==> src/rtl/alu_pkg.sv <==
// Shared definitions for the sequential ALU: op codes, FSM states, flag bit positions.
package alu_pkg;

  typedef enum logic [2:0] {
    OP_ADD = 3'b000,
    OP_SUB = 3'b001,
    OP_AND = 3'b010,
    OP_DIV = 3'b011,
    OP_OR  = 3'b100,
    OP_MUL = 3'b101,
    OP_XOR = 3'b110,
    OP_RSV = 3'b111
  } op_e;

  typedef enum logic [1:0] {
    ST_IDLE,
    ST_BUSY,
    ST_DONE
  } state_e;

  localparam int FLG_CARRY = 0;
  localparam int FLG_OVF   = 1;
  localparam int FLG_ZERO  = 2;
  localparam int FLG_DZ    = 3;
  localparam int FLG_ERR   = 4;
  localparam int NFLAGS    = 5;

endpackage

==> src/rtl/alu_seq_muldiv.sv <==
// Iterative datapath: shift-add multiply (LSB first) or restoring divide (MSB first), one step per cycle.
// done_o pulses combinationally on the WIDTH-th step, with lo_o/hi_o showing that step's result.
module alu_seq_muldiv #(
  parameter int WIDTH = 8
) (
  input  logic             clk,
  input  logic             rst_n,
  input  logic             start_i,
  input  logic             is_div_i,
  input  logic [WIDTH-1:0] a_i,
  input  logic [WIDTH-1:0] b_i,
  output logic             done_o,
  output logic [WIDTH-1:0] lo_o,
  output logic [WIDTH-1:0] hi_o,
  output logic             dz_o
);

  localparam int CW = $clog2(WIDTH + 1);

  logic             busy_q, busy_d;
  logic             is_div_q, is_div_d;
  logic [CW-1:0]    cnt_q, cnt_d;
  logic [WIDTH:0]   acc_q, acc_d;
  logic [WIDTH-1:0] lo_q, lo_d;
  logic [WIDTH-1:0] b_q, b_d;

  logic [WIDTH:0]   mul_sum;
  logic [WIDTH:0]   div_shift;
  logic [WIDTH:0]   div_trial;
  logic             last;

  // lo_q holds the multiplier (MUL) or the dividend turning into the quotient (DIV);
  // acc_q holds the partial product high half or the running remainder.
  always_comb begin
    mul_sum   = acc_q + (lo_q[0] ? {1'b0, b_q} : {(WIDTH + 1){1'b0}});
    div_shift = {acc_q[WIDTH-1:0], lo_q[WIDTH-1]};
    div_trial = div_shift - {1'b0, b_q};
    last      = busy_q && (cnt_q == CW'(WIDTH - 1));

    busy_d   = busy_q;
    is_div_d = is_div_q;
    cnt_d    = cnt_q;
    acc_d    = acc_q;
    lo_d     = lo_q;
    b_d      = b_q;

    if (start_i) begin
      busy_d   = 1'b1;
      is_div_d = is_div_i;
      cnt_d    = '0;
      acc_d    = '0;
      lo_d     = a_i;
      b_d      = b_i;
    end else if (busy_q) begin
      cnt_d = cnt_q + CW'(1);
      if (last) begin
        busy_d = 1'b0;
      end
      if (is_div_q) begin
        // A zero divisor never goes negative, so the quotient fills with ones and A lands in the remainder.
        if (!div_trial[WIDTH]) begin
          acc_d = div_trial;
          lo_d  = {lo_q[WIDTH-2:0], 1'b1};
        end else begin
          acc_d = div_shift;
          lo_d  = {lo_q[WIDTH-2:0], 1'b0};
        end
      end else begin
        acc_d = {1'b0, mul_sum[WIDTH:1]};
        lo_d  = {mul_sum[0], lo_q[WIDTH-1:1]};
      end
    end
  end

  always_ff @(posedge clk or negedge rst_n) begin
    if (!rst_n) begin
      busy_q   <= 1'b0;
      is_div_q <= 1'b0;
      cnt_q    <= '0;
      acc_q    <= '0;
      lo_q     <= '0;
      b_q      <= '0;
    end else begin
      busy_q   <= busy_d;
      is_div_q <= is_div_d;
      cnt_q    <= cnt_d;
      acc_q    <= acc_d;
      lo_q     <= lo_d;
      b_q      <= b_d;
    end
  end

  assign done_o = last;
  assign lo_o   = lo_d;
  assign hi_o   = acc_d[WIDTH-1:0];
  assign dz_o   = is_div_q && (b_q == '0);

endmodule

==> src/rtl/alu_seq.sv <==
// Handshaked ALU: ADD/SUB/logic in one cycle, MUL/DIV over WIDTH cycles (WIDTH legal 4..16).
// Result and flags are held on the output channel until out_ready; nothing is accepted meanwhile.
module alu_seq #(
  parameter int WIDTH = 8
) (
  input  logic             clk,
  input  logic             rst_n,
  input  logic             in_valid,
  output logic             in_ready,
  input  logic [2:0]       in_op,
  input  logic [WIDTH-1:0] in_a,
  input  logic [WIDTH-1:0] in_b,
  output logic             out_valid,
  input  logic             out_ready,
  output logic [WIDTH-1:0] out_lo,
  output logic [WIDTH-1:0] out_hi,
  output logic             out_carry,
  output logic             out_ovf,
  output logic             out_zero,
  output logic             out_dz,
  output logic             out_err
);

  import alu_pkg::*;

  state_e            state_q, state_d;
  logic [WIDTH-1:0]  lo_q, lo_d;
  logic [WIDTH-1:0]  hi_q, hi_d;
  logic [NFLAGS-1:0] flg_q, flg_d;

  op_e               op;
  logic              is_muldiv;
  logic              md_start;
  logic              md_done;
  logic              md_dz;
  logic [WIDTH-1:0]  md_lo;
  logic [WIDTH-1:0]  md_hi;

  logic [WIDTH:0]    sum_w;
  logic [WIDTH:0]    diff_w;
  logic [WIDTH-1:0]  sc_lo;
  logic [NFLAGS-1:0] sc_flg;

  assign op        = op_e'(in_op);
  assign is_muldiv = (op == OP_MUL) || (op == OP_DIV);
  assign in_ready  = (state_q == ST_IDLE);
  assign md_start  = in_ready && in_valid && is_muldiv;

  alu_seq_muldiv #(.WIDTH(WIDTH)) u_muldiv (
    .clk      (clk),
    .rst_n    (rst_n),
    .start_i  (md_start),
    .is_div_i (op == OP_DIV),
    .a_i      (in_a),
    .b_i      (in_b),
    .done_o   (md_done),
    .lo_o     (md_lo),
    .hi_o     (md_hi),
    .dz_o     (md_dz)
  );

  always_comb begin
    sum_w  = {1'b0, in_a} + {1'b0, in_b};
    diff_w = {1'b0, in_a} - {1'b0, in_b};
    sc_lo  = '0;
    sc_flg = '0;
    case (op)
      OP_ADD: begin
        sc_lo             = sum_w[WIDTH-1:0];
        sc_flg[FLG_CARRY] = sum_w[WIDTH];
        sc_flg[FLG_OVF]   = (in_a[WIDTH-1] == in_b[WIDTH-1]) && (sum_w[WIDTH-1] != in_a[WIDTH-1]);
      end
      OP_SUB: begin
        // The extra top bit of the difference is the borrow, i.e. A < B.
        sc_lo             = diff_w[WIDTH-1:0];
        sc_flg[FLG_CARRY] = diff_w[WIDTH];
        sc_flg[FLG_OVF]   = (in_a[WIDTH-1] != in_b[WIDTH-1]) && (diff_w[WIDTH-1] != in_a[WIDTH-1]);
      end
      OP_AND:  sc_lo = in_a & in_b;
      OP_OR:   sc_lo = in_a | in_b;
      OP_XOR:  sc_lo = in_a ^ in_b;
      OP_RSV:  sc_flg[FLG_ERR] = 1'b1;
      default: sc_lo = '0;
    endcase
    sc_flg[FLG_ZERO] = (sc_lo == '0);
  end

  always_comb begin
    state_d = state_q;
    lo_d    = lo_q;
    hi_d    = hi_q;
    flg_d   = flg_q;
    case (state_q)
      ST_IDLE: begin
        if (in_valid) begin
          if (is_muldiv) begin
            state_d = ST_BUSY;
          end else begin
            lo_d    = sc_lo;
            hi_d    = '0;
            flg_d   = sc_flg;
            state_d = ST_DONE;
          end
        end
      end
      ST_BUSY: begin
        if (md_done) begin
          lo_d            = md_lo;
          hi_d            = md_hi;
          flg_d           = '0;
          flg_d[FLG_ZERO] = ({md_hi, md_lo} == '0);
          flg_d[FLG_DZ]   = md_dz;
          state_d         = ST_DONE;
        end
      end
      ST_DONE: begin
        if (out_ready) begin
          state_d = ST_IDLE;
        end
      end
      default: state_d = ST_IDLE;
    endcase
  end

  always_ff @(posedge clk or negedge rst_n) begin
    if (!rst_n) begin
      state_q <= ST_IDLE;
      lo_q    <= '0;
      hi_q    <= '0;
      flg_q   <= '0;
    end else begin
      state_q <= state_d;
      lo_q    <= lo_d;
      hi_q    <= hi_d;
      flg_q   <= flg_d;
    end
  end

  assign out_valid = (state_q == ST_DONE);
  assign out_lo    = lo_q;
  assign out_hi    = hi_q;
  assign out_carry = flg_q[FLG_CARRY];
  assign out_ovf   = flg_q[FLG_OVF];
  assign out_zero  = flg_q[FLG_ZERO];
  assign out_dz    = flg_q[FLG_DZ];
  assign out_err   = flg_q[FLG_ERR];

endmodule

==> config.mk <==
export PLATFORM = sky130hd
export DESIGN_NAME = alu_seq
export DESIGN_NICKNAME = d
export VERILOG_FILES = /design/src/rtl/alu_pkg.sv /design/src/rtl/alu_seq_muldiv.sv /design/src/rtl/alu_seq.sv
export SDC_FILE = /design/constraint.sdc
export NUM_CORES = 1
export LEC_CHECK = 0
export ABC_AREA = 1
export BUFFER_PORTS_ARGS = -buffer_cell sky130_fd_sc_hd__buf_2
export CORE_MARGIN = 5
export CORE_UTILIZATION = 25
export CTS_CLUSTER_SIZE = 28
export DETAILED_ROUTE_END_ITERATION = 8
export GPL_TIMING_DRIVEN = 0
export SLEW_MARGIN = 20
export SYNTH_ARGS = -nofsm -noshare
export SYNTH_HDL_FRONTEND = slang
export SYNTH_HIERARCHICAL = 1
export SYNTH_SLANG_ARGS = --single-unit
==> constraint.sdc <==
create_clock -name clk -period 4.72 [get_ports clk]
set_input_delay 1.18 -clock clk [delete_from_list [all_inputs] [get_ports clk]]
set_output_delay 1.18 -clock clk [all_outputs]
set_load 0.005 [all_outputs]
# Yosys cells after proc, flatten, opt, wreduce, memory -nomap -nowiden
# Index checks and enable logic that the tools add are counted.
totals:
  register_bits: 54
  in_bits: 23
  output_inout_bits: 23
  word_cells: 87
op_classes:
  n_addsub: 5
  n_eq_ne: 18
  mux: 34
  bitwise: 3
  reduce_logical: 16
op_table:
  columns: ["cell", "count"]
  rows:
  - ["8-bit 2-to-1 mux", 10]
  - ["8-bit case mux with 5 select lines", 1]
  - ["9-bit 2-to-1 mux", 4]
  - ["8-bit case mux with 2 select lines", 2]
  - ["16-bit logical NOT", 1]
  - ["8-bit logical NOT", 2]
  - ["5-bit 2-to-1 mux", 3]
  - ["3-bit == test (second input constant)", 4]
  - ["5-bit case mux with 2 select lines", 1]
  - ["8-bit by 8-bit adder with 9-bit output", 1]
  - ["9-bit adder", 1]
  - ["8-bit by 8-bit subtractor with 9-bit output", 1]
  - ["9-bit by 8-bit subtractor with 9-bit output", 1]
  - ["8-bit bitwise AND", 1]
  - ["2-bit 2-to-1 mux", 4]
  - ["4-bit 2-to-1 mux", 2]
  - ["8-bit OR", 1]
  - ["8-bit XOR", 1]
  - ["3-bit by 2-bit == test with 1-bit output (second input constant)", 2]
  - ["1-bit logical AND", 6]
  - ["2-bit inequality test (second input constant)", 3]
  - ["2-bit case mux with 3 select lines", 1]
  - ["1-bit 2-to-1 mux", 5]
  - ["4-bit by 1-bit adder with 4-bit output (second input constant)", 1]
  - ["other kinds (14)", 17]

# Longest topological paths before layout
# Gate-level depths: netlist of the first run.
depth:
  ltp_word: 8
  mapped_depth: 20
  depth_no_buf: 18

# Cells and area by module
# The synthesis of the first run kept the hierarchy.
by_module_without_submodules:
  columns: ["module", "n_inst", "cells_per_inst", "area_per_inst_um2", "seq_area_each_um2"]
  rows:
  - ["alu_seq_muldiv", 1, 348, 2424.8, 775.7]
  - ["alu_seq", 1, 355, 2323.5, 575.6]

# Least setup slack after synthesis of the first run
# No wires, ideal clock.
synth_timing:
  path_kind: "input port to flip-flop"
  start: "input port in_op[0]"
  end: "register flg_q[2]"
  setup_ns: 0.077
  arrival_time_ns: 2.833
  required_ns: 4.643
  path_slack_ns: 1.810
  cell_stages: 12
  n_path_buf: 3
  path_cell_list: "buf_2 nand4_2 nor2_1 nor2_1 buf_4 nand2_1 nand2_1 buf_4 nor4_1 and3_1 a31oi_1 a21oi_1"
synth_between:
  elab_chain_len: 7
  word_cells_on_any_way: 20
  classes_between: "eq/ne (7); mux (7); reduce/logical (6)"
synth_lines:
  columns: ["element", "line", "text"]
  rows:
  - ["start: declaration", "alu_seq.sv:10", "input logic [2:0] in_op,"]
  - ["3-bit == test or 3-bit by 2-bit == test with 1-bit output (tied branches)", "alu_seq.sv:45", "assign is_muldiv = (op == OP_MUL) || (op == OP_DIV);"]
  - ["1-bit logical OR *", "alu_seq.sv:45", null]
  - ["1-bit logical AND *", "alu_seq.sv:47", "assign md_start = in_ready && in_valid && is_muldiv;"]
  - ["named net md_start", "alu_seq.sv:33", "logic md_start;"]
  - ["9-bit 2-to-1 mux *", "alu_seq_muldiv.sv:47", "if (start_i) begin"]
  - ["named net u_muldiv.acc_d[4]", "alu_seq_muldiv.sv:23", "logic [WIDTH:0] acc_q, acc_d;"]
  - ["16-bit logical NOT *", "alu_seq.sv:111", "flg_d[FLG_ZERO] = ({md_hi, md_lo} == '0);"]
  - ["5-bit 2-to-1 mux *", "alu_seq.sv:107", "if (md_done) begin"]
  - ["5-bit case mux with 2 select lines *", "alu_seq.sv:93", "case (state_q)"]
  - ["end signal: assignment", "alu_seq.sv:135", "flg_q <= flg_d;"]
  - ["end: declaration", "alu_seq.sv:29", "logic [NFLAGS-1:0] flg_q, flg_d;"]
# The timed path passes the listed nets; every way through them passes the cells marked *. The select of a mux whose other input is x is not followed.
# A chain may end at the register's enable or synchronous reset.

# Worst setup path in the final report of the first run
layout_timing:
  start: "register u_muldiv.lo_q[7]"
  end: "register flg_q[2]"
layout_between:
  elab_chain_len: 8
  word_cells_on_any_way: 12
  classes_between: "add/sub (1); mux (10); reduce/logical (1)"
layout_lines:
  columns: ["element", "line", "text"]
  rows:
  - ["start: declaration", "alu_seq_muldiv.sv:24", "logic [WIDTH-1:0] lo_q, lo_d;"]
  - ["start signal: assignment", "alu_seq_muldiv.sv:88", "lo_q <= lo_d;"]
  - ["9-bit by 8-bit subtractor with 9-bit output", "alu_seq_muldiv.sv:37", "div_trial = div_shift - {1'b0, b_q};"]
  - ["9-bit 2-to-1 mux", "alu_seq_muldiv.sv:61", "if (!div_trial[WIDTH]) begin"]
  - ["9-bit 2-to-1 mux", "alu_seq_muldiv.sv:59", "if (is_div_q) begin"]
  - ["9-bit 2-to-1 mux", "alu_seq_muldiv.sv:54", "end else if (busy_q) begin"]
  - ["9-bit 2-to-1 mux", "alu_seq_muldiv.sv:47", null]
  - ["named net u_muldiv.acc_d[4]", "alu_seq_muldiv.sv:23", null]
  - ["16-bit logical NOT", "alu_seq.sv:111", null]
  - ["5-bit 2-to-1 mux", "alu_seq.sv:107", null]
  - ["5-bit case mux with 2 select lines", "alu_seq.sv:93", null]
# The timed path passes the listed nets, and every way through them passes these cells. The select of a mux whose other input is x is not followed.

==> results of run 1 <==
[per-stage QoR]
step | power [mW] | utilization (%) | instance area [um^2]
finish | 3.304 | 28.95 | 5415
global placement | 2.879 | 28.13 | 5261
CTS | 3.321 | 28.95 | 5415
floorplan | 2.321 | - | 4748
detailed placement | 2.912 | 28.14 | 5264
global route | 3.636 | 28.95 | 5415
[layout by cell type, fill, tap and decap left out, types with 2 or more instances in the layout]
master	count
nand2_1	200
o221ai_1	6
nor2_4	3
nand4_1	10
nand3_2	3
a21oi_1	28
ha_1	42
inv_2	3
o31ai_1	2
inv_6	2
fa_1	4
o211ai_2	2
buf_6	3
clkbuf_1	5
clkbuf_16	5
or2_2	3
nor3_1	7
buf_2	48
nor2_1	56
buf_4	11
or2_0	2
dfrtp_1	54
inv_1	113
nor4_1	4
nand3b_1	2
o21ai_0	38
o211ai_1	2
o21ai_2	8
nand3_1	68
o22ai_1	4
[kinds of logic after synthesis]
| family | share of synthesized area, % |
|---|---|
| AOI/OAI and AO/OA | 12.15 |
| xor gates and xnor gates | 0.3690 |
| adders and majority gates | 12.75 |
| buffers and inverters | 12.89 |
| DFF | 28.46 |
| and+or+nand+nor | 33.39 |
[worst max-delay path, cell delays in order (launching register included)]
cell and delay (ns):
dfrtp_1 0.39, inv_1 0.07, ha_1 0.23, fa_1 0.42, inv_1 0.10, nand2_1 0.10
nand3_2 0.08, a21oi_1 0.07, o21bai_1 0.15, ha_1 0.14, buf_4 0.17, inv_2 0.10
a21oi_1 0.17, o21ai_0 0.14, nand3_1 0.10, nand2_1 0.11, buf_4 0.17, nor4_1 0.32
and3_1 0.23, a31oi_1 0.08, a21oi_1 0.17
[worst paths after layout]
check	from	endpoint	slack, ns
worst min register to register	out_hi[1]$_DFFE_PN0P_	out_hi[1]$_DFFE_PN0P_	0.47
worst max-delay path	u_muldiv/lo_q[7]$_DFF_PN0_	flg_q[2]$_DFFE_PN0P_	1.11
min in group asynchronous	rst_n	u_muldiv/acc_q[4]$_DFF_PN0_	0.92
max in group asynchronous	rst_n	u_muldiv/cnt_q[1]$_DFFE_PN0P_	3.31
worst max register to register	u_muldiv/lo_q[7]$_DFF_PN0_	flg_q[2]$_DFFE_PN0P_	1.11
worst min-delay path	out_hi[1]$_DFFE_PN0P_	out_hi[1]$_DFFE_PN0P_	0.47
[routing by layer]
| layer | share of wire, % | vias to the layer above |
|---|---|---|
| met5 | 0 | - |
| met4 | 1.6 | 0 |
| met3 | 3.9 | 14 |
| met2 | 45 | 94 |
| met1 | 49 | 2146 |
| li1 | - | 2361 |
[state kept, by name (all words and copies together), names as in the netlist]
name,count
out_lo,8
state_q,2
u_muldiv/b_q,8
u_muldiv/busy_q,1
u_muldiv/is_div_q,1
flg_q,5
out_hi,8
u_muldiv/cnt_q,4
u_muldiv/acc_q,9
u_muldiv/lo_q,8
[cell usage after synthesis, drive strengths merged]
master / n
nor2: 60
a21o: 1
nand3b: 2
dfrtp: 54
nand4: 11
nor3b: 1
a31oi: 1
o41ai: 1
or2: 6
buf: 20
a21oi: 28
and3: 1
o21bai: 1
o31ai: 2
o21ai: 47
clkbuf: 4
o22ai: 4
fa: 4
o221ai: 6
a22o: 1
nand2: 200
xor2: 1
o211ai: 4
xnor2: 1
nor4: 4
inv: 117
nand3: 71
ha: 42
nor3: 8
[layout make-up]
| type | count | share of cell area, % |
|---|---|---|
| plain buffers | 24 | 3.096 |
| clock buffers | 7 | 2.634 |
| clock inverters | 1 | 0.1617 |
| repair buffers | 44 | 4.113 |
| multi-input cells | 508 | 51.43 |
| inverters | 117 | 8.202 |
| flip-flops and latches | 54 | 24.95 |
| well taps | 234 | 5.407 |
[power by group through the flow]
| stage | Sequential [mW] | Combinational [mW] | Clock (mW) |
|---|---|---|---|
| 2_1_floorplan | 0.789 | 1.53 | 0 |
| 3_3_place_gp | 0.825 | 2.05 | 0 |
| 3_5_place_dp | 0.832 | 2.08 | 0 |
| 4_1_cts | 0.825 | 2.09 | 0.409 |
| 5_1_grt | 0.850 | 2.36 | 0.422 |
| 6_report | 0.824 | 2.09 | 0.394 |
==> results by group, run 1 <==
Clock tree
  – Max Buffers Root-to-Sink: 2
  – Post CTS Setup Buffer Count: 0
  – Clock Root Buffer: clkbuf_16
  – CTS H-tree lvls: 2
  – Hold_buf cts: 0
  – Number of CTS-inserted buffers: 5
  – Worst-Skew Late Latency: roughly 0.30 ns
  – Clock transition at the registers of the reported paths: ~0.07 ns
  – CTS tree: built
  – # clock sinks: 54
  – Post-CTS Resized: 0

Run status
  – Status: complete, no violations

Pwr
  – Clock power frac: 11.9%
  – Pwr dens: 610.2 nW/um^2
  – Int Power: around 1.7 mW
  – Leakage power: around 3.0 nW
  – Comb power frac: between 60 and 70%
  – Sequential share of power: 24.9%
  – VDD IR max: 220.7 uV
  – Switching part of the total power: about 50%
  – Psw: 1.644 mW

Yosys
  – Sequential cell area fraction in the yosys report: 28.46%
  – Flops & latches, synth: 54
  – Cell Area, Synth: 4748 um^2
  – Post-synth net total: approximately 770
  – Warnings, synthesis: 6
  – Post-synth top area share: between 20 and 30%
  – Yosys top cell by area: dfrtp_1
  – Synth area leaders: dfrtp_1 28%, nand2_1 16%, ha_1 11%
  – Avg Cell Area, Syn: slightly below 7 um^2
  – Netlist cell types: 45
  – Mapped Cells: between 700 and 800

Placement
  – GPL Wtd Cong: around 0.9
  – DPL Wire Length: between 10,000 and 15,000 um
  – Pre-CTS WS: ~1.1 ns
  – Dpl cells: slightly below 1,000
  – IO buf count: 44

Global route
  – GRT overflow: 0
  – Largest net degree at the start of global routing: 55
  – Met1 usage: a little under a fifth
  – Antenna violations before repair: 0
  – Total global routing track utilization: 12.96%
  – Vias in the first global route: about 4,400
  – GR Util met2: a little over a fifth
  – Grt peak-use layer: met2
  – Met3 Use GR: around 1.8%
  – First-pass GRT wire length: approximately 23,000 um

Die
  – IO Count: 46
  – Core ar.: roughly 19,000 um^2
  – Cell Rows: 50
  – Die ar.: about 22,000 um^2
  – Initial core utilization: about a quarter
  – Die W: about 150 um
  – Die Y-Extent: ~150 um

Drt
  – Avg Vias per Cell: approximately 4.7
  – Vias: about 4,600
  – Detailed-router iteration count before antenna repair: 5
  – Drt wl/cell: ~14 um
  – Remaining antenna violation count: 0
  – Drt drc: 0
  – Initial DRC count: between 200 and 300
  – Post-Route WL: between 10,000 and 15,000 um

Final layout
  – Area Growth Syn to Fin: 14.04%
  – Layout Nets: about 820
  – Share of cells above drive strength 1: between 10 and 15%
  – Non-Filler Instances: a little under 1,000
  – Register Area: 1351 um^2
  – Multi-input logic area: between 2000 and 3000 um^2
  – Diodes inserted: 0
  – # fillers: 2,064

Critical path
  – Max Fanout on Critical Path: 10
  – Worst Setup End Kind: flip-flop
  – CP Data Arrival Time: 3.82 ns
  – R2R depth: 20
  – Startpoint type of the worst setup path: flip-flop
  – Setup CP Type: reg -> reg
  – CP Data Required Time: between 4 and 5 ns

STA
  – Slew @ Worst Pin: ~0.72 ns
  – Max Slew Vio Count: 0
  – Slew HR: between 50% and 60%
  – Achievable clock frequency: 277.4 MHz
  – Fin crit period: about 3.6 ns
  – Final setup TNS: 0 ns
  – # setup viols final: 0
  – Period utilization: between 70% and 80%
  – Clk_skew: just under 0.006 ns
  – Hold slack: 0.4745 ns
  – Unrepaired setup endpoints after global routing: false
  – Final hold vios: 0
  – Final WS setup: roughly 1.1 ns

Min path
  – Hold WC Path Type: reg -> reg
  – Min-Delay Path Depth: 2

Flow run
  – Maxcap violations: 0
Note: power is estimated with default switching activity, not from simulation.
==> run 2, diff against run 1 <==
==> constraint.sdc (replaced) <==
create_clock -name clk -period 3.48 [get_ports clk]
set_input_delay 0.87 -clock clk [delete_from_list [all_inputs] [get_ports clk]]
set_output_delay 0.87 -clock clk [all_outputs]
set_load 0.005 [all_outputs]
==> run 2 against run 1 <==
Compared with the run above: register-to-register slack worse by 0.92 ns; largest power group unchanged; critical path depth stayed put; critical endpoint unchanged; combinational power rose by 44%; cell area up 1.7%.
==> results by group, run 2 (synthesis gave the netlist of run 1 again) <==
Drt
  – Vias: 4,651
  – Detailed-router iteration count before antenna repair: 5
  – Drt drc: 0
  – Drt wl/cell: roughly 14 um
  – Post-Route WL: about 14,000 um
  – Initial DRC count: approximately 320
  – Avg Vias per Cell: around 4.7
  – Remaining antenna violation count: 0

Critical path
  – Setup CP Type: reg -> reg
  – Sequence of cells on the critical path: inv_1 > ha_2 > fa_2 > inv_1 > nand2_2 > nand3_2 > a21oi_2 > o21bai_1 > ha_1 > buf_6 > inv_2 > a21oi_2 > o21ai_1 > nand3_1 > nand2_2 > buf_4 > nor4_4 > and3_1 > a31oi_1 > a21oi_1
  – Crit path from: u_muldiv/lo_q[7]$_DFF_PN0_
  – R2R depth: 20
  – Max Fanout on Critical Path: 10
  – CP Data Arrival Time: between 3 and 4 ns
  – Startpoint type of the worst setup path: flip-flop
  – Worst Setup End Kind: flip-flop
  – CP Data Required Time: ~3.7 ns
  – RR Startpoint: u_muldiv/lo_q[7]$_DFF_PN0_
  – Worst R2R End: flg_q[2]$_DFFE_PN0P_
  – Critical path's largest stage delay: about 0.39 ns
  – Reg2Reg Setup Slack: 0.20 ns
  – Worst path slowest cell: dfrtp_1
  – Worst Setup EP: flg_q[2]$_DFFE_PN0P_

Placement
  – DPL Wire Length: roughly 11,000 um
  – GPL Wtd Cong: between 0.8 and 0.9
  – IO buf count: between 40 and 50

STA
  – Slew HR: a little over half
  – # setup viols final: 0
  – Final hold vios: 0
  – Period utilization: 94.33%
  – Max Slew Vio Count: 0
  – Fin crit period: around 3.3 ns
  – Final setup TNS: 0 ns
  – Slew @ Worst Pin: between 0.7 and 0.8 ns
  – Achievable clock frequency: roughly 300 MHz
  – Clk_skew: about 0.0075 ns

Final layout
  – Most frequent cells in the layout: 198 x nand2_1, 112 x inv_1, 68 x nand3_1, 56 x nor2_1, 52 x dfrtp_1
  – # fillers: just over 2,000
  – Max reg flops: 9
  – Diodes inserted: 0
  – Commonest non-fill, non-tap cell in the layout: nand2_1
  – Core Util, Final: 29.44%
  – Largest Register: u_muldiv/acc_q
  – Layout Nets: slightly above 800
  – Share of cells above drive strength 1: 15.04%
  – Area Growth Syn to Fin: 15.99%

Pwr
  – Leakage power: approximately 3.0 nW
  – VDD IR max: 300.7 uV
  – Pwr dens: between 800 and 900 nW/um^2

Clock tree
  – Clock Root Buffer: clkbuf_16
  – Clock transition at the registers of the reported paths: 0.07 ns
  – # clock sinks: 54
  – Worst-Skew Late Latency: about 0.30 ns
  – CTS tree: built
  – Hold_buf cts: 0
  – Max Buffers Root-to-Sink: 2
  – Number of CTS-inserted buffers: 5
  – CTS H-tree lvls: 2

Die
  – IO Count: 46
  – Cell Rows: 50
  – Die ar.: ~22,000 um^2
  – Core ar.: about 19,000 um^2
  – Die Y-Extent: 147.8 um
  – Die W: around 150 um
  – Initial core utilization: 25.38%

Min path
  – Hold WC Path Type: reg -> reg
  – Worst hold path startpoint: out_hi[1]$_DFFE_PN0P_

Global route
  – First-pass GRT wire length: 22,900 um
  – Antenna violations before repair: 0
  – Vias in the first global route: between 4,000 and 5,000
  – GRT overflow: 0
  – Largest net degree at the start of global routing: 55
  – Total global routing track utilization: 13.05%

Run status
  – Status: complete, no violations

Flow run
  – Maxcap violations: 0
## run 2: how the worst min path moves through the flow
| stage | endpoint | slack (ns) | cells past startpoint |
|---|---|---|---|
| global route | flg_q[0]$_DFFE_PN0P_ | 0.50 | 2 |
| floorplan | flg_q[4]$_DFFE_PN0P_ | 0.47 | 2 |
| global placement | out_lo[1]$_DFFE_PN0P_ | 0.46 | 2 |
| CTS | out_hi[1]$_DFFE_PN0P_ | 0.48 | 2 |
| finish | out_hi[1]$_DFFE_PN0P_ | 0.47 | 2 |
| detailed placement | out_hi[1]$_DFFE_PN0P_ | 0.46 | 2 |
## run 2: final cells by class
cell class / instances / area [um^2] / area share, %
Buffer: 24 / 171.4 / 3.112
Clock buffer: 7 / 142.6 / 2.590
Clock inverter: 1 / 8.758 / 0.1590
Inverter: 117 / 444.2 / 8.065
Multi-Input combinational cell: 508 / 2849 / 51.73
Sequential cell: 54 / 1354 / 24.58
Tap cell: 234 / 292.8 / 5.316
Timing Repair Buffer: 47 / 245.2 / 4.453
## run 2: metal layers
metal	track usage, %	part of all wire (%)	up-vias
li1	-	-	2370
met1	18.28	50	2189
met2	20.92	46	80
met3	1.747	3.3	12
met4	4.065	1.6	0
met5	0	0	-
## run 2: what timing repair did
action	4_1_cts	5_1_grt
pin swaps	2	4
gates cloned	0	0
setup endpoints to repair	1	1
resized for setup	5	12
hold endpoints to repair	0	0
setup buffers	1	2
## run 2: worst max-delay path: cells and delay by family (launching register included)
family	cells	cell delay, ns
DFF	1	0.39
adders and majority gates	3	0.71
buffers and inverters	5	0.56
and+or+nand+nor	6	0.82
AOI/OAI and AO/OA	6	0.71
## run 2: stage by stage
step	total power [mW]	worst slack, ns	cells	hold slack (ns)	instance area (um^2)
CTS	4.572	0.008464	990	0.4819	5459
global placement	3.905	0.01560	981	0.4618	5261
finish	4.670	0.1972	992	0.4744	5508
floorplan	3.148	0.6498	703	0.4689	4748
detailed placement	3.950	-0.05697	981	0.4618	5264
global route	5.125	-0.01246	992	0.5047	5508
## run 2: power breakdown
part	leakage [nW]	internal, mW	total (mW)	switching (mW)
combinational	2.25	1.17	3.01	1.84
clock	0.0745	0.291	0.533	0.243
sequential	0.687	0.897	1.13	0.228
==> run 3, diff against run 2 <==
--- a/config.mk
+++ b/config.mk
@@ -5,7 +5,7 @@
 export SDC_FILE = /design/constraint.sdc
 export NUM_CORES = 1
 export LEC_CHECK = 0
-export ABC_AREA = 1
+export ABC_AREA = 0
 export BUFFER_PORTS_ARGS = -buffer_cell sky130_fd_sc_hd__buf_2
 export CORE_MARGIN = 5
 export CORE_UTILIZATION = 25
==> run 3 against run 2 <==
Compared with the run above: clock power fell by 2%; maximum frequency fell by 8.8%; sequential cell count unchanged; the flow now finishes with violations (setup timing); non-clock buffer count is 19 higher; synthesized cell count fell by 22%; synthesized area decreased by 2.5%; via count shrank 10%; global-route usage down 0.12 points; sequential power fell by 4%; worst setup slack lost 0.32 ns.
==> results by group, run 3 <==
Clock tree
  – # clock sinks: 54
  – Hold_buf cts: 0
  – Max Buffers Root-to-Sink: 2
  – CTS H-tree lvls: 2
  – Clock Root Buffer: clkbuf_16
  – Worst-Skew Late Latency: around 0.30 ns
  – Number of CTS-inserted buffers: 5
  – Clock transition at the registers of the reported paths: roughly 0.08 ns
  – CTS tree: built

Drt
  – Drt wl/cell: between 15 and 20 um
  – Drt drc: 0
  – Post-Route WL: between 10,000 and 15,000 um
  – Initial DRC count: 320
  – Vias: ~4,200
  – Remaining antenna violation count: 0
  – Avg Vias per Cell: approximately 5.0
  – Detailed-router iteration count before antenna repair: 5

Pwr
  – VDD IR max: about 320 uV
  – Leakage power: roughly 2.5 nW
  – Pwr dens: about 840 nW/um^2
  – Pwr Total: around 4.6 mW

Yosys
  – Flops & latches, synth: between 50 and 60
  – Cell Area, Synth: roughly 4600 um^2
  – Mux cell area share after synthesis: approximately 6.5%
  – Mapped Cells: 551
  – Post-synth top area share: ~29%
  – Synth Area in Adders: a little over an eighth
  – Top FF cell, synth: dfrtp_1
  – Simple-gate share of the synthesized area: between 10% and 20%
  – Post-synth top cells: 54 x dfrtp_1, 51 x nand2_1, 44 x inv_1, 42 x ha_1, 42 x o21ai_0
  – Avg Cell Area, Syn: approximately 8.4 um^2
  – Netlist cell types: between 60 and 70
  – Sequential cell area fraction in the yosys report: 29.20%
  – Post-synth EDFFs: 0
  – Synth Area in XOR/XNOR: under 10%
  – Most numerous cell in the Yosys netlist: dfrtp_1
  – Fraction of registers with async set/reset: 100.0%
  – Post-synth net total: a little over 600
  – Largest family of logic cells by synthesized area: compound AO/OA/AOI/OAI gates
  – Warnings, synthesis: 6
  – Yosys top cell by area: dfrtp_1
  – Synth area leaders: dfrtp_1 29%, ha_1 11%, o21ai_0 4.5%
  – Compound-Gate Fraction of Synth Area: 22.11%

Run status
  – Violated checks: setup timing
  – Status: complete, but fails checks

Global route
  – Antenna violations before repair: 0
  – First-pass GRT wire length: 22,740 um
  – Largest net degree at the start of global routing: 55
  – GRT overflow: 0
  – Total global routing track utilization: between 10% and 20%
  – Vias in the first global route: 4,251

Placement
  – GPL Wtd Cong: about 0.88
  – DPL Wire Length: 10,670 um
  – IO buf count: between 40 and 50
  – Dpl cells: 823
  – Area after DPL: roughly 5100 um^2

Critical path
  – Critical Path Stages: 21
  – Buf/Inv on CP: 4
  – CP Data Required Time: ~3.7 ns
  – Sequence of cells on the critical path: inv_2 > ha_4 > fa_2 > nor2b_4 > o2111ai_4 > nand2_1 > a21oi_1 > o21bai_1 > ha_1 > buf_6 > buf_8 > o211ai_1 > o211ai_1 > o21ai_1 > nor2_1 > buf_4 > nor4_4 > nand3_1 > nor4_2 > a21oi_1 > o31ai_2
  – CP Data Arrival Time: approximately 3.8 ns
  – Critical path's largest stage delay: just under 0.4 ns
  – Setup CP Type: reg -> reg
  – Worst path slowest cell: dfrtp_1
  – Delay-heaviest family, CP: compound AO/OA/AOI/OAI gates
  – Worst Setup End Kind: flip-flop
  – R2R depth: 21
  – Startpoint type of the worst setup path: flip-flop
  – Max Fanout on Critical Path: 10

Final layout
  – Layout Nets: approximately 680
  – Most frequent cells in the layout: 53 x dfrtp_1, 51 x nand2_1, 51 x buf_2, 43 x inv_1, 41 x nor2_1
  – Largest Register: u_muldiv/acc_q
  – Commonest non-fill, non-tap cell in the layout: dfrtp_1
  – Design Area, Final: between 5000 and 6000 um^2
  – Share of cells above drive strength 1: 19.38%
  – Max reg flops: 9
  – Non-Filler Instances: ~840
  – Diodes inserted: 0
  – Core Util, Final: 30.44%
  – Area Growth Syn to Fin: 18.95%

STA
  – Final hold vios: 0
  – Final WS setup: -0.1185 ns
  – Clk_skew: between 0.006 and 0.007 ns
  – Fin crit period: approximately 3.6 ns
  – Period utilization: 103.4%
  – Unrepaired setup endpoints after global routing: true
  – Max Slew Vio Count: 0
  – # setup viols final: 1
  – Slew @ Worst Pin: 0.7444 ns
  – Achievable clock frequency: 277.9 MHz
  – Slew HR: about half

Die
  – Initial core utilization: ~26%
  – Cell Rows: 49
  – Die W: 146.1 um
  – Core ar.: 18,090 um^2
  – IO Count: 46
  – Die Y-Extent: ~150 um
  – Die ar.: between 20,000 and 25,000 um^2

Flow run
  – Maxcap violations: 0

Min path
  – Hold WC Path Type: reg -> reg
  – Min-Delay Path Depth: 1
## run 3: through the flow
| stage | hold slack [ns] | setup TNS, ns | worst slack [ns] |
|---|---|---|---|
| after floorplan | 0.4726 | 0 | 0.03999 |
| after global placement | 0.4613 | -1.044 | -0.6562 |
| after detailed placement | 0.4696 | -1.069 | -0.6506 |
| after CTS | 0.4866 | -0.1810 | -0.1810 |
| after global routing | 0.5227 | -0.3637 | -0.3637 |
| final | 0.4813 | -0.1185 | -0.1185 |
## run 3: area by class of cell
type | instances | area (um^2)
Fill cell | 1907 | 12580
Multi-Input combinational cell | 412 | 3052
Sequential cell | 54 | 1353
Tap cell | 229 | 286.5
Timing Repair Buffer | 51 | 277.8
Buffer | 39 | 214.0
Inverter | 45 | 168.9
Clock buffer | 5 | 125.1
Clock inverter | 3 | 28.78
## run 3: final timing paths
kind	startpoint	to	slack (ns)
max	u_muldiv/lo_q[7]$_DFF_PN0_	flg_q[2]$_DFFE_PN0P_	-0.12
min	out_lo[6]$_DFFE_PN0P_	out_lo[6]$_DFFE_PN0P_	0.48
max in group asynchronous	rst_n	u_muldiv/acc_q[0]$_DFF_PN0_	2.37
min reg2reg	out_lo[6]$_DFFE_PN0P_	out_lo[6]$_DFFE_PN0P_	0.48
min in group asynchronous	rst_n	u_muldiv/b_q[0]$_DFFE_PN0P_	0.62
max reg2reg	u_muldiv/lo_q[7]$_DFF_PN0_	flg_q[2]$_DFFE_PN0P_	-0.12
## run 3: metal layers
layer / track usage [%] / vias to the layer above / routed length, um
li1: - / 2057 / -
met1: 17.30 / 1975 / 6174
met2: 21.45 / 113 / 6401
met3: 1.487 / 27 / 586
met4: 5.033 / 0 / 435
met5: 0 / - / 0
## run 3: kinds of logic after synthesis
kind of cell | Yosys count
AND/OR/NAND/NOR | 170
AO/OA/AOI/OAI | 154
buffers and inverters | 85
flip-flops | 54
adder cells (fa/ha/maj) | 46
multiplexers | 26
XOR/XNOR | 16
## run 3: worst reg2reg max path, cell delays in order, from the launching register on
cell	delay (ns)
dfrtp_1	0.39
inv_2	0.06
ha_4	0.16
fa_2	0.37
nor2b_4	0.16
o2111ai_4	0.14
nand2_1	0.09
a21oi_1	0.07
o21bai_1	0.14
ha_1	0.25
buf_6	0.14
buf_8	0.14
o211ai_1	0.27
o211ai_1	0.13
o21ai_1	0.10
nor2_1	0.08
buf_4	0.16
nor4_4	0.14
nand3_1	0.14
nor4_2	0.23
a21oi_1	0.08
o31ai_2	0.08
## run 3: timing repair
action / in CTS / in global routing
endpoints found under the setup margin: 2 / 4
resized for setup: 25 / 12
setup buffers: 6 / 2
pin swaps: 11 / 10
## run 3: power by group
group,internal (mW),switching (mW),leakage (nW)
combinational,1.34,1.66,1.78
clock,0.276,0.245,0.0763
sequential,0.867,0.220,0.691
total,2.48,2.12,2.55
